==> config.mk <==
export PLATFORM = sky130hd
export DESIGN_NAME = reg_bank
export DESIGN_NICKNAME = d
export VERILOG_FILES = /design/src/rtl/reg_bank.sv
export SDC_FILE = /design/constraint.sdc
export NUM_CORES = 1
export LEC_CHECK = 0
export ABC_AREA = 1
export ABC_CLOCK_PERIOD_IN_PS = 3300
export BUFFER_PORTS_ARGS = -buffer_cell sky130_fd_sc_hd__buf_2
export CORE_MARGIN = 5
export CORE_UTILIZATION = 55
export CTS_CLUSTER_SIZE = 14
export DETAILED_ROUTE_END_ITERATION = 8
export GPL_TIMING_DRIVEN = 0
export PLACE_DENSITY = 0.75
export SETUP_SLACK_MARGIN = 0.3
export SYNTH_ARGS = -nofsm -noshare
export SYNTH_HDL_FRONTEND = slang
export SYNTH_SLANG_ARGS = --single-unit
==> constraint.sdc <==
create_clock -name clk -period 3.3 [get_ports clk]
set_input_delay 0.99 -clock clk [delete_from_list [all_inputs] [get_ports clk]]
set_output_delay 0.99 -clock clk [all_outputs]
set_load 0.1 [all_outputs]
==> src/rtl/reg_bank.sv <==
// Parametrised register file with two combinational read ports, a status-read
// address, optional write-to-read bypass and a sequenced bulk-clear engine.
module reg_bank #(
  parameter int DW        = 8,
  parameter int PW        = 3,
  parameter int STAT_ADDR = 6,
  parameter int BYPASS    = 1
) (
  input  logic          clk,
  input  logic          rst_n,
  input  logic [DW-1:0] dat_in,
  input  logic          wr_en,
  input  logic [PW-1:0] wr_addr,
  input  logic          par,
  input  logic [PW-1:0] rd_addrA,
  input  logic [PW-1:0] rd_addrB,
  input  logic          clr_req,
  output logic [DW-1:0] datA_out,
  output logic [DW-1:0] datB_out,
  output logic          busy,
  output logic          clr_done,
  output logic          wr_drop
);

  localparam int unsigned DEPTH = 1 << PW;
  localparam logic [PW-1:0] LAST_IDX = '1;
  // A status address outside the storage range simply never matches.
  localparam logic STAT_IN_RANGE = (STAT_ADDR >= 0) && (STAT_ADDR < (1 << PW));
  localparam logic [PW-1:0] STAT_A = PW'(STAT_ADDR);

  localparam logic [0:0] IDLE  = 1'b0;
  localparam logic [0:0] CLEAR = 1'b1;

  logic [0:0]    state;
  logic [PW-1:0] idx;
  logic [DW-1:0] mem [DEPTH];

  logic wr_stat;
  logic rdA_stat;
  logic rdB_stat;
  logic wr_live;
  logic byp_a;
  logic byp_b;
  logic last_step;

  assign wr_stat   = STAT_IN_RANGE && (wr_addr == STAT_A);
  assign rdA_stat  = STAT_IN_RANGE && (rd_addrA == STAT_A);
  assign rdB_stat  = STAT_IN_RANGE && (rd_addrB == STAT_A);
  assign wr_live   = wr_en && (state == IDLE) && !wr_stat;
  assign last_step = (state == CLEAR) && (idx == LAST_IDX);

  assign byp_a = (BYPASS != 0) && wr_live && (wr_addr == rd_addrA);
  assign byp_b = (BYPASS != 0) && wr_live && (wr_addr == rd_addrB);

  always_comb begin
    datA_out = mem[rd_addrA];
    if (rdA_stat)   datA_out = DW'(par);
    else if (byp_a) datA_out = dat_in;
  end

  always_comb begin
    datB_out = mem[rd_addrB];
    if (rdB_stat)   datB_out = DW'(par);
    else if (byp_b) datB_out = dat_in;
  end

  // Storage: normal writes only in IDLE; the sweep zeroes one entry per edge.
  always_ff @(posedge clk or negedge rst_n) begin
    if (!rst_n) begin
      for (int unsigned i = 0; i < DEPTH; i++) mem[i] <= '0;
    end else if (state == CLEAR) begin
      mem[idx] <= '0;
    end else if (wr_live) begin
      mem[wr_addr] <= dat_in;
    end
  end

  always_ff @(posedge clk or negedge rst_n) begin
    if (!rst_n) begin
      state <= IDLE;
      idx   <= '0;
    end else begin
      case (state)
        IDLE: begin
          if (clr_req) begin
            state <= CLEAR;
            idx   <= '0;
          end
        end
        CLEAR: begin
          if (idx == LAST_IDX) begin
            state <= IDLE;
            idx   <= '0;
          end else begin
            idx <= idx + 1'b1;
          end
        end
        default: begin
          state <= IDLE;
          idx   <= '0;
        end
      endcase
    end
  end

  always_ff @(posedge clk or negedge rst_n) begin
    if (!rst_n) begin
      clr_done <= 1'b0;
      wr_drop  <= 1'b0;
    end else begin
      clr_done <= last_step;
      wr_drop  <= wr_en && ((state == CLEAR) || wr_stat);
    end
  end

  assign busy = (state == CLEAR);

endmodule

==> qor.yml, run 1 <==
status: "complete, but fails checks"
violations: "negative setup slack"
pwr_density_cell_nw_per_um2: 608
htreeDepth: 3
drc_errors: 0
ios: 41
slew_headroom_pct: 39.1
vias: 4681
hpwl_um: 9490
fin_crit_ns: 3.35
cts_sinks: 70
cts.reportedPaths.clkPinSlew_ns: 0.08
clk_path_buf_depth: 2
max-vdd-ir-drop_v: 0.000453
synth_area_leader_cell: "dfrtp_1"
path_class: "input pin to output port"
drive_gt1_share_pct: 31.1
p_total_mw: 3.46
max_freq_mhz: 298
insertion_delay_ns: 0.36
final_nets: 636
tns_ns: -0.0533
overflow: 0
critPathRequiredTime_ns: 2.31
hold_viol_final: 0
leakage_nw: 2.55
cts_buffers: 9
via_per_inst: 6.54
placed_area_sq_um: 4630
post-route-period-util_pct: 102
hp-class: "flop to flop"
ys_warn_count: 0
critPathLaunchType: "input pin"
die_width_um: 96.5
grt_start_max_net_pins: 71
synth_cells: 555
crit_fanout: 10
ys_ff_latch: 70
ctsHoldBuffers: 0
start_util_pct: 56.5
fill_cells: 478
rows: 31
grt_pass1_vias: 4561
core_sq_um: 7290
fin_skew_ns: 0.0162
utilization_pct: 78.1
avgSynthCellArea_sq_um: 7.42
antenna_found_initial: 0
die_height_um: 96.5
drt-wirelength-per-cell_um: 22.2
fin_ws_ns: -0.0533
rsz0062_at_grt: "true"
synth_area_leaders: "dfrtp_1 43%, o21ai_0 10%, nand2_1 7.7%"
netlist_area_sq_um: 4120
slew_viol_final: 0
cap_viol_max_count: 0
fin_area_sq_um: 5700
area_growth_pct: 38.3
yosysTopAreaCellShare_pct: 42.5
cts_tree: "built"
grt.total_usage_pct: 34.7
post-place-ws_ns: -0.344
yosysSeqAreaShare_pct: 42.5
max_slew.worst_pin.slew_ns: 0.914
finalSetupViolCount: 1
antenna-diode-count: 0
crit_arrival_ns: 2.36
routabilityCongestion: 1.02
first_pass_iters: 5
clock-root-buffer: "clkbuf_8"
end_kind: "output port"
dieArea_sq_um: 9320
synth_cell_types: 29
wirelength_um: 15900
antenna_left: 0
final_cell_mix: "69 x nand2_1, 69 x dfrtp_1, 64 x o21ai_0"
drtIter0Drc: 707
io_buffers: 32
grt_pass1_wl_um: 23800
synth_nets: 579
[layout make-up]
class	count	area (sq um)	area share, %
inverters	72	317	5.56
clock buffers	10	138	2.42
plain buffers	26	308	5.40
multi-input cells	387	2410	42.4
clock inverters	6	85.1	1.49
repair buffers	46	558	9.80
well taps	99	124	2.17
flip-flops and latches	70	1750	30.8
[cells by family after synthesis]
| group | share of synthesized area, % |
|---|---|
| XOR/XNOR | 0.425 |
| flip-flops | 42.5 |
| adder cells (fa/ha/maj) | 0.607 |
| buffers and inverters | 9.66 |
| AO/OA/AOI/OAI | 23.8 |
| AND/OR/NAND/NOR | 23.0 |
[path summary, 6_finish.rpt]
| check | from | to | slack [ns] | cells after the start |
|---|---|---|---|---|
| min in group asynchronous | rst_n | mem[50] | 0.75 | 1 |
| setup reg to reg | busy | mem[58] | 1.38 | 7 |
| setup / recovery | rd_addrA[0] | datA_out[6] | -0.05 | 8 |
| max in group asynchronous | rst_n | busy | 1.89 | 1 |
| hold / removal | mem[12] | mem[12] | 0.52 | 2 |
| hold reg to reg | mem[12] | mem[12] | 0.52 | 2 |
[critical path, cell delays in order]
cell and delay (ns):
buf_8 0.12, buf_2 0.20, o21ai_0 0.42, nand3_1 0.17
nand2_1 0.11, nor2_2 0.06, nor2_4 0.11, buf_12 0.18
[metrics by stage]
step	hold WS [ns]	instances
after CTS	0.515	712
after detailed placement	0.495	686
after floorplan	0.466	555
after global placement	0.486	686
after global routing	0.544	716
final	0.516	716
[layer usage]
metal | global-route usage (%) | wire (um) | up-vias
li1 | - | - | 2000
met1 | 41.2 | 5720 | 2174
met2 | 51.8 | 7120 | 418
met3 | 14.0 | 2100 | 89
met4 | 22.3 | 967 | 0
met5 | 0 | 0 | -
[report_power, final]
part           internal [mW]  switching, mW
combinational          0.475           1.05
sequential              1.02          0.126
clock                  0.444          0.351
total                   1.93           1.53
[sequential cells by signal (all words and copies together) (netlist names)]
register,count
idx,3
mem,64
clr_done,1
busy,1
wr_drop,1
[cell usage after synthesis, drive strengths merged]
library cell and number:
dfrtp 70, o21a 1, clkbuf 12, xnor2 2, nor2 44, a21oi 56
o31ai 1, nand2 90, nand3 56, nand4 4, o22ai 32, o21ai 91
buf 14, ha 2, nor3 7, a32oi 1, inv 70, clkinv 2
[repair_timing]
item,4_1_cts,5_1_grt
gates cloned,2,0
endpoints found under the setup margin,16,16
buffers inserted,8,4
hold endpoints to repair,0,0
pin swaps,19,24
gates resized for setup,161,62
Note: power is estimated with default switching activity, not from simulation.
==> run 2: changes to the inputs <==
--- a/config.mk
+++ b/config.mk
@@ -5,7 +5,6 @@
 export SDC_FILE = /design/constraint.sdc
 export NUM_CORES = 1
 export LEC_CHECK = 0
-export ABC_AREA = 1
 export ABC_CLOCK_PERIOD_IN_PS = 3300
 export BUFFER_PORTS_ARGS = -buffer_cell sky130_fd_sc_hd__buf_2
 export CORE_MARGIN = 5
==> run 2 against run 1 <==
  * The run still ends with negative setup slack left
  * Critical path depth stayed put
  * Clock power up 11%
  * First-iteration DRC count decreased by 56%
  * Combinational power rose by 7%
  * Worst hold slack got worse by 0.0060 ns
  * Register-to-register slack got worse by 0.25 ns
  * Global-route usage down 7.5 points
  * Synthesized area down 3.9%
  * Sequential share of layout area up 3.6 points
  * Sequential power increased by 9.6%
  * Die area fell by 3.5%
==> qor.yml, run 2 <==
comb_power_share_pct: 43.3  # -0.8 points
crit_arrival_ns: 2.57  # +0.21 ns
netSwitchingFraction_pct: 39.5  # -4.6 points
antenna_found_initial: 0  # unchanged
status: "complete, but fails checks"
cts_buffers: 9  # unchanged
synth_edf_count: 0  # unchanged
dieArea_sq_um: 8990  # -3.5%
cts.reportedPaths.clkPinSlew_ns: 0.07  # about the same
final_nets: 386  # -39%
die_width_um: 94.8  # -1.8%
leakage_nw: 2.20  # -14%
synth_nets: 331  # -43%
power.internal_mw: 2.28  # +18%
drc_errors: 0  # unchanged
cts_tree: "built"
hp-class: "flop to flop"
p_seq_share_pct: 33.4  # +0.4 points
hold_viol_final: 0  # unchanged
overflow: 0  # unchanged
largest_register_ff_count: 64  # unchanged
grt_pass1_vias: 3291  # -28%
clk_path_buf_depth: 2  # unchanged
synth_cells: 307  # -45%
insertion_delay_ns: 0.36  # about the same
fin_crit_ns: 3.56  # +0.211 ns
clock_power_share_pct: 23.4  # +0.4 points
fin_ws_ns: -0.264  # -0.211 ns
cap_viol_max_count: 0  # unchanged
vias: 3192  # -32%
yosysSeqAreaShare_pct: 44.3  # +1.7 points
clock-root-buffer: "clkbuf_8"
via_per_inst: 6.85  # +4.8%
top_regs: "mem: 64 flops, idx: 3 flops"
netlist_area_sq_um: 3960  # -3.9%
ctsHoldBuffers: 0  # unchanged
cts_sinks: 70  # unchanged
start_util_pct: 55.4  # -1.1 points
critPathRequiredTime_ns: 2.31  # about the same
max_freq_mhz: 281  # -5.9%
ios: 41  # unchanged
largest-register: "mem"
critPathLaunchType: "input pin"
post-route-period-util_pct: 108  # +6.4 points
max_slew.worst_pin.slew_ns: 0.972  # +0.0577 ns
end_kind: "output port"
synth_area_leader_cell: "dfrtp_1"
tns_ns: -4.09  # -4.04 ns
first_pass_iters: 5  # unchanged
slew_viol_final: 0  # unchanged
violations: "negative setup slack"
grt_pass1_wl_um: 17900  # -25%
htreeDepth: 3  # unchanged
synth_cell_types: 41  # +41%
slew_headroom_pct: 34.4  # -4.7 points
fin_hold_ws_ns: 0.510  # -0.00596 ns
pwr_density_cell_nw_per_um2: 738  # +21%
io_buffers: 28  # -13%
rsz0062_at_grt: "true"
antenna-diode-count: 0  # unchanged
yosys_most_used_dff: "dfrtp_1"
wirelength_um: 11300  # -29%
drt-wirelength-per-cell_um: 24.2  # +8.7%
synth_area_leaders: "dfrtp_1 44%, mux4_2 17%, a22o_1 12%"
fin_skew_ns: 0.00732  # -0.00891 ns
die_height_um: 94.8  # -1.8%
area_growth_pct: 28.8
grt.total_usage_pct: 27.1  # -7.5 points
yosysTopAreaCellShare_pct: 44.3  # +1.7 points
drtIter0Drc: 310  # -56%
layout_commonest_cell: "dfrtp_1"
routabilityCongestion: 0.896  # -12%
switchingPower_mw: 1.48  # -2.8%
yosysMostFrequentCell: "dfrtp_1"
path_class: "input pin to output port"
fin_area_sq_um: 5090  # -11%
core_sq_um: 7140  # -2.1%
avgSynthCellArea_sq_um: 12.9  # +74%
placed_area_sq_um: 4320  # -6.8%
hpwl_um: 7300  # -23%
yosys-top-cells-count: "70 x dfrtp_1, 56 x a22o_1, 29 x mux4_2"
crit_fanout: 8  # -2
max-vdd-ir-drop_v: 0.000748  # +65%
final_cell_mix: "70 x dfrtp_1, 56 x a22o_1, 29 x mux4_2"
finalSetupViolCount: 16  # +15
drive_gt1_share_pct: 36.2  # +5.1 points
synthArstFlopShare_pct: 100  # unchanged
antenna_left: 0  # unchanged
ys_warn_count: 0  # unchanged
rows: 31  # unchanged
grt_start_max_net_pins: 71  # unchanged
ys_ff_latch: 70  # unchanged
==> run 2: cell types whose count changed in the layout (fill, tap and decap cells not counted), moves of 15 or more <==
cell and delta:
mux2i_1 +15, o21ai_0 -56, nand3_1 -43, o22ai_1 -32
mux4_2 +29, a21oi_1 -43, inv_1 -58, a22o_1 +56
nor2_4 -19, nand2_1 -64, nand2_2 -16
==> run 2: layout make-up <==
cell class                      count  area [sq um]
Buffer                             27           214
Clock buffer                       13           159
Clock inverter                      3          90.1
Fill cell                         481          2040
Inverter                            1          3.75
Multi-Input combinational cell    209          2220
Sequential cell                    70          1750
Tap cell                           99           124
Timing Repair Buffer               44           528
==> run 2: worst max-delay path, cell delays in order <==
cell     delay [ns]
buf_8          0.09
and3b_1        0.18
or3b_1         0.36
buf_6          0.14
or2_1          0.23
buf_6          0.15
o211a_4        0.25
buf_12         0.16
==> run 2: what timing repair did <==
item                                    CTS  global route
endpoints found under the setup margin   16            16
resized for setup                       100             7
pin swaps                                 7             2
setup buffers                            12             4
==> run 2: metal layers <==
layer	global-route usage (%)	vias to the layer above	part of all wire [%]
li1	-	1330	-
met1	36.7	1647	40
met2	42.3	186	49
met3	6.53	29	7.9
met4	10.8	0	2.4
met5	0	-	0
==> run 2: path summary, 6_finish.rpt <==
kind / startpoint / endpoint / slack [ns] / depth (start not counted)
max reg2reg: busy / mem[60] / 1.13 / 5
max in group asynchronous: rst_n / mem[27] / 1.98 / 1
min reg2reg: mem[12] / mem[12] / 0.51 / 1
min: mem[12] / mem[12] / 0.51 / 1
max: wr_addr[2] / datA_out[1] / -0.26 / 8
min in group asynchronous: rst_n / mem[35] / 0.73 / 1
==> run 2: kinds of logic (layout without fill, tap and decap cells) <==
family          count (synthesis)  count (layout)  synth area share, %
compound gates                107             107                 21.5
fa+ha+maj                       2               2                0.632
simple gates                   50              50                 8.25
xor+xnor                        6               6                 1.33
buf+inv                        28              88                 3.70
mux                            44              44                 20.3
flops                          70              70                 44.3
==> run 2: through the flow <==
| step | worst slack (ns) | utilization [%] | power, mW | instances |
|---|---|---|---|---|
| 6_report | -0.264 | 71.4 | 3.76 | 466 |
| 5_1_grt | -0.300 | 71.4 | 3.90 | 466 |
| 3_5_place_dp | -0.661 | 60.5 | 2.62 | 434 |
| 3_3_place_gp | -0.648 | 60.4 | 2.58 | 434 |
| 2_1_floorplan | -0.391 | - | 2.31 | 307 |
| 4_1_cts | -0.247 | 70.6 | 3.71 | 462 |
==> run 2: power by group through the flow <==
| stage | Clock [mW] | Sequential, mW | Combinational, mW |
|---|---|---|---|
| global placement | 0 | 1.24 | 1.34 |
| CTS | 0.876 | 1.24 | 1.59 |
| global route | 0.919 | 1.28 | 1.71 |
| detailed placement | 0 | 1.25 | 1.37 |
| finish | 0.879 | 1.25 | 1.63 |
| floorplan | 0 | 1.30 | 1.01 |
==> run 3: changes to the inputs <==
--- a/config.mk
+++ b/config.mk
@@ -5,7 +5,6 @@
 export SDC_FILE = /design/constraint.sdc
 export NUM_CORES = 1
 export LEC_CHECK = 0
-export ABC_CLOCK_PERIOD_IN_PS = 3300
 export BUFFER_PORTS_ARGS = -buffer_cell sky130_fd_sc_hd__buf_2
 export CORE_MARGIN = 5
 export CORE_UTILIZATION = 55
@@ -13,6 +12,7 @@
 export DETAILED_ROUTE_END_ITERATION = 8
 export GPL_TIMING_DRIVEN = 0
 export PLACE_DENSITY = 0.75
+export RECOVER_POWER = 25
 export SETUP_SLACK_MARGIN = 0.3
 export SYNTH_ARGS = -nofsm -noshare
 export SYNTH_HDL_FRONTEND = slang
==> run 3 against run 2 <==
  * The flow finishes with violations (max-capacitance violations, max-slew violations, negative setup slack)
  * Maximum frequency barely moved
  * Worst hold slack barely moved
  * Via count fell by 0.28%
  * Sequential power barely moved
  * Non-clock buffer count did not move
  * Die area did not move
  * Sequential cell count did not move
  * Worst setup slack barely moved
  * Clock skew barely moved
  * Routed wire length barely moved
  * Sequential share of layout area barely moved
  * Largest cell class unchanged
==> qor.yml, run 3 (synthesis gave the netlist of run 2 again) <==
status: "complete, but fails checks"
violations: "max-capacitance violations, max-slew violations, negative setup slack"
cts.reportedPaths.clkPinSlew_ns: 0.07  # about the same
overflow: 0  # unchanged
final_cell_mix: "70 x dfrtp_1, 56 x a22o_1, 29 x mux4_2"
drtIter0Drc: 309  # -0.32%
fin_crit_ns: 3.56  # +0.000314 ns
io_buffers: 28  # unchanged
clk_path_buf_depth: 2  # unchanged
crit_fanout: 8  # unchanged
layout_commonest_cell: "dfrtp_1"
cts_buffers: 9  # unchanged
routabilityCongestion: 0.896  # unchanged
critPathLaunchType: "input pin"
via_per_inst: 6.83  # -0.28%
post-route-period-util_pct: 108  # about the same
grt_start_max_net_pins: 71  # unchanged
vias: 3183  # -0.28%
hp-class: "flop to flop"
cts_sinks: 70  # unchanged
crit_arrival_ns: 2.57  # about the same
hold_viol_final: 0  # unchanged
grt_pass1_vias: 3291  # unchanged
htreeDepth: 3  # unchanged
start_util_pct: 55.4  # unchanged
insertion_delay_ns: 0.36  # about the same
post-place-ws_ns: -0.661  # unchanged
end_kind: "output port"
finalSetupViolCount: 16  # unchanged
die_width_um: 94.8  # unchanged
clock-root-buffer: "clkbuf_8"
drc_errors: 0  # unchanged
wirelength_um: 11300  # about the same
leakage_nw: 2.20  # about the same
max_slew.worst_pin.slew_ns: 1.73  # +0.757 ns
slew_viol_final: 71  # +71
rsz0062_at_grt: "true"
top_regs: "mem: 64 flops, idx: 3 flops"
path_class: "input pin to output port"
rows: 31  # unchanged
cts_tree: "built"
fin_skew_ns: 0.00732  # -0.000000330 ns
tns_ns: -4.09  # -0.000490 ns
fin_hold_ws_ns: 0.510  # +0.0000170 ns
antenna_left: 0  # unchanged
slew_headroom_pct: -15.2  # -50 points
max-vdd-ir-drop_v: 0.000748  # about the same
largest-register: "mem"
hpwl_um: 7300  # unchanged
ios: 41  # unchanged
antenna_found_initial: 0  # unchanged
ctsHoldBuffers: 0  # unchanged
drive_gt1_share_pct: 36.2  # unchanged
dieArea_sq_um: 8990  # unchanged
first_pass_iters: 5  # unchanged
antenna-diode-count: 0  # unchanged
final_nets: 386  # unchanged
die_height_um: 94.8  # unchanged
core_sq_um: 7140  # unchanged
max_freq_mhz: 281  # about the same
area_growth_pct: 28.7  # about the same
critPathRequiredTime_ns: 2.31  # about the same
largest_register_ff_count: 64  # unchanged
fin_ws_ns: -0.265  # -0.000314 ns
grt_pass1_wl_um: 17900  # unchanged
pwr_density_cell_nw_per_um2: 738  # about the same
cap_viol_max_count: 1  # +1
drt-wirelength-per-cell_um: 24.1  # about the same
grt.total_usage_pct: 27.1  # unchanged
run 3: worst max-delay path, cell delays in order:
cell	delay (ns)
buf_8	0.09
and3b_1	0.18
or3b_1	0.36
buf_6	0.14
or2_1	0.23
buf_6	0.15
o211a_4	0.25
buf_12	0.16
run 3: worst paths after layout:
path	startpoint	endpoint	slack, ns	cells after the start
max in group asynchronous	rst_n	mem[27]	1.19	1
max reg2reg	busy	mem[60]	1.13	5
min reg2reg	mem[12]	mem[12]	0.51	1
min	mem[12]	mem[12]	0.51	1
min in group asynchronous	rst_n	mem[35]	1.07	1
max	wr_addr[2]	datA_out[1]	-0.26	8
run 3: layout make-up:
cell class	count	area, sq um
Inverter	1	3.75
Sequential cell	70	1750
Clock buffer	13	159
Tap cell	99	124
Multi-Input combinational cell	209	2220
Clock inverter	3	90.1
Timing Repair Buffer	44	526
Buffer	27	214
Fill cell	482	2040
run 3: repair_timing:
item | CTS | global route
pin swaps | 7 | 2
setup buffers | 12 | 4
resized for setup | 100 | 7
endpoints found under the setup margin | 16 | 16
run 3: where the power goes:
group          internal (mW)  leakage [nW]  switching, mW
Sequential              1.07         0.957          0.188
Combinational          0.665          1.12          0.962
Clock                  0.545         0.124          0.335
Total                   2.28          2.20           1.48
run 3: metal layers:
metal | vias up | track usage [%] | routed length (um)
li1 | 1331 | - | -
met1 | 1637 | 36.7 | 4590
met2 | 184 | 42.3 | 5520
met3 | 31 | 6.53 | 853
met4 | 0 | 10.8 | 292
met5 | - | 0 | 0
run 3: stage by stage:
stage | area, sq um | power [mW] | instances | util, %
finish | 5090 | 3.76 | 466 | 71.4
global route | 5090 | 3.90 | 466 | 71.4
CTS | 5040 | 3.71 | 462 | 70.6
detailed placement | 4320 | 2.62 | 434 | 60.5
global placement | 4310 | 2.58 | 434 | 60.4
floorplan | 4050 | 2.31 | 307 | -
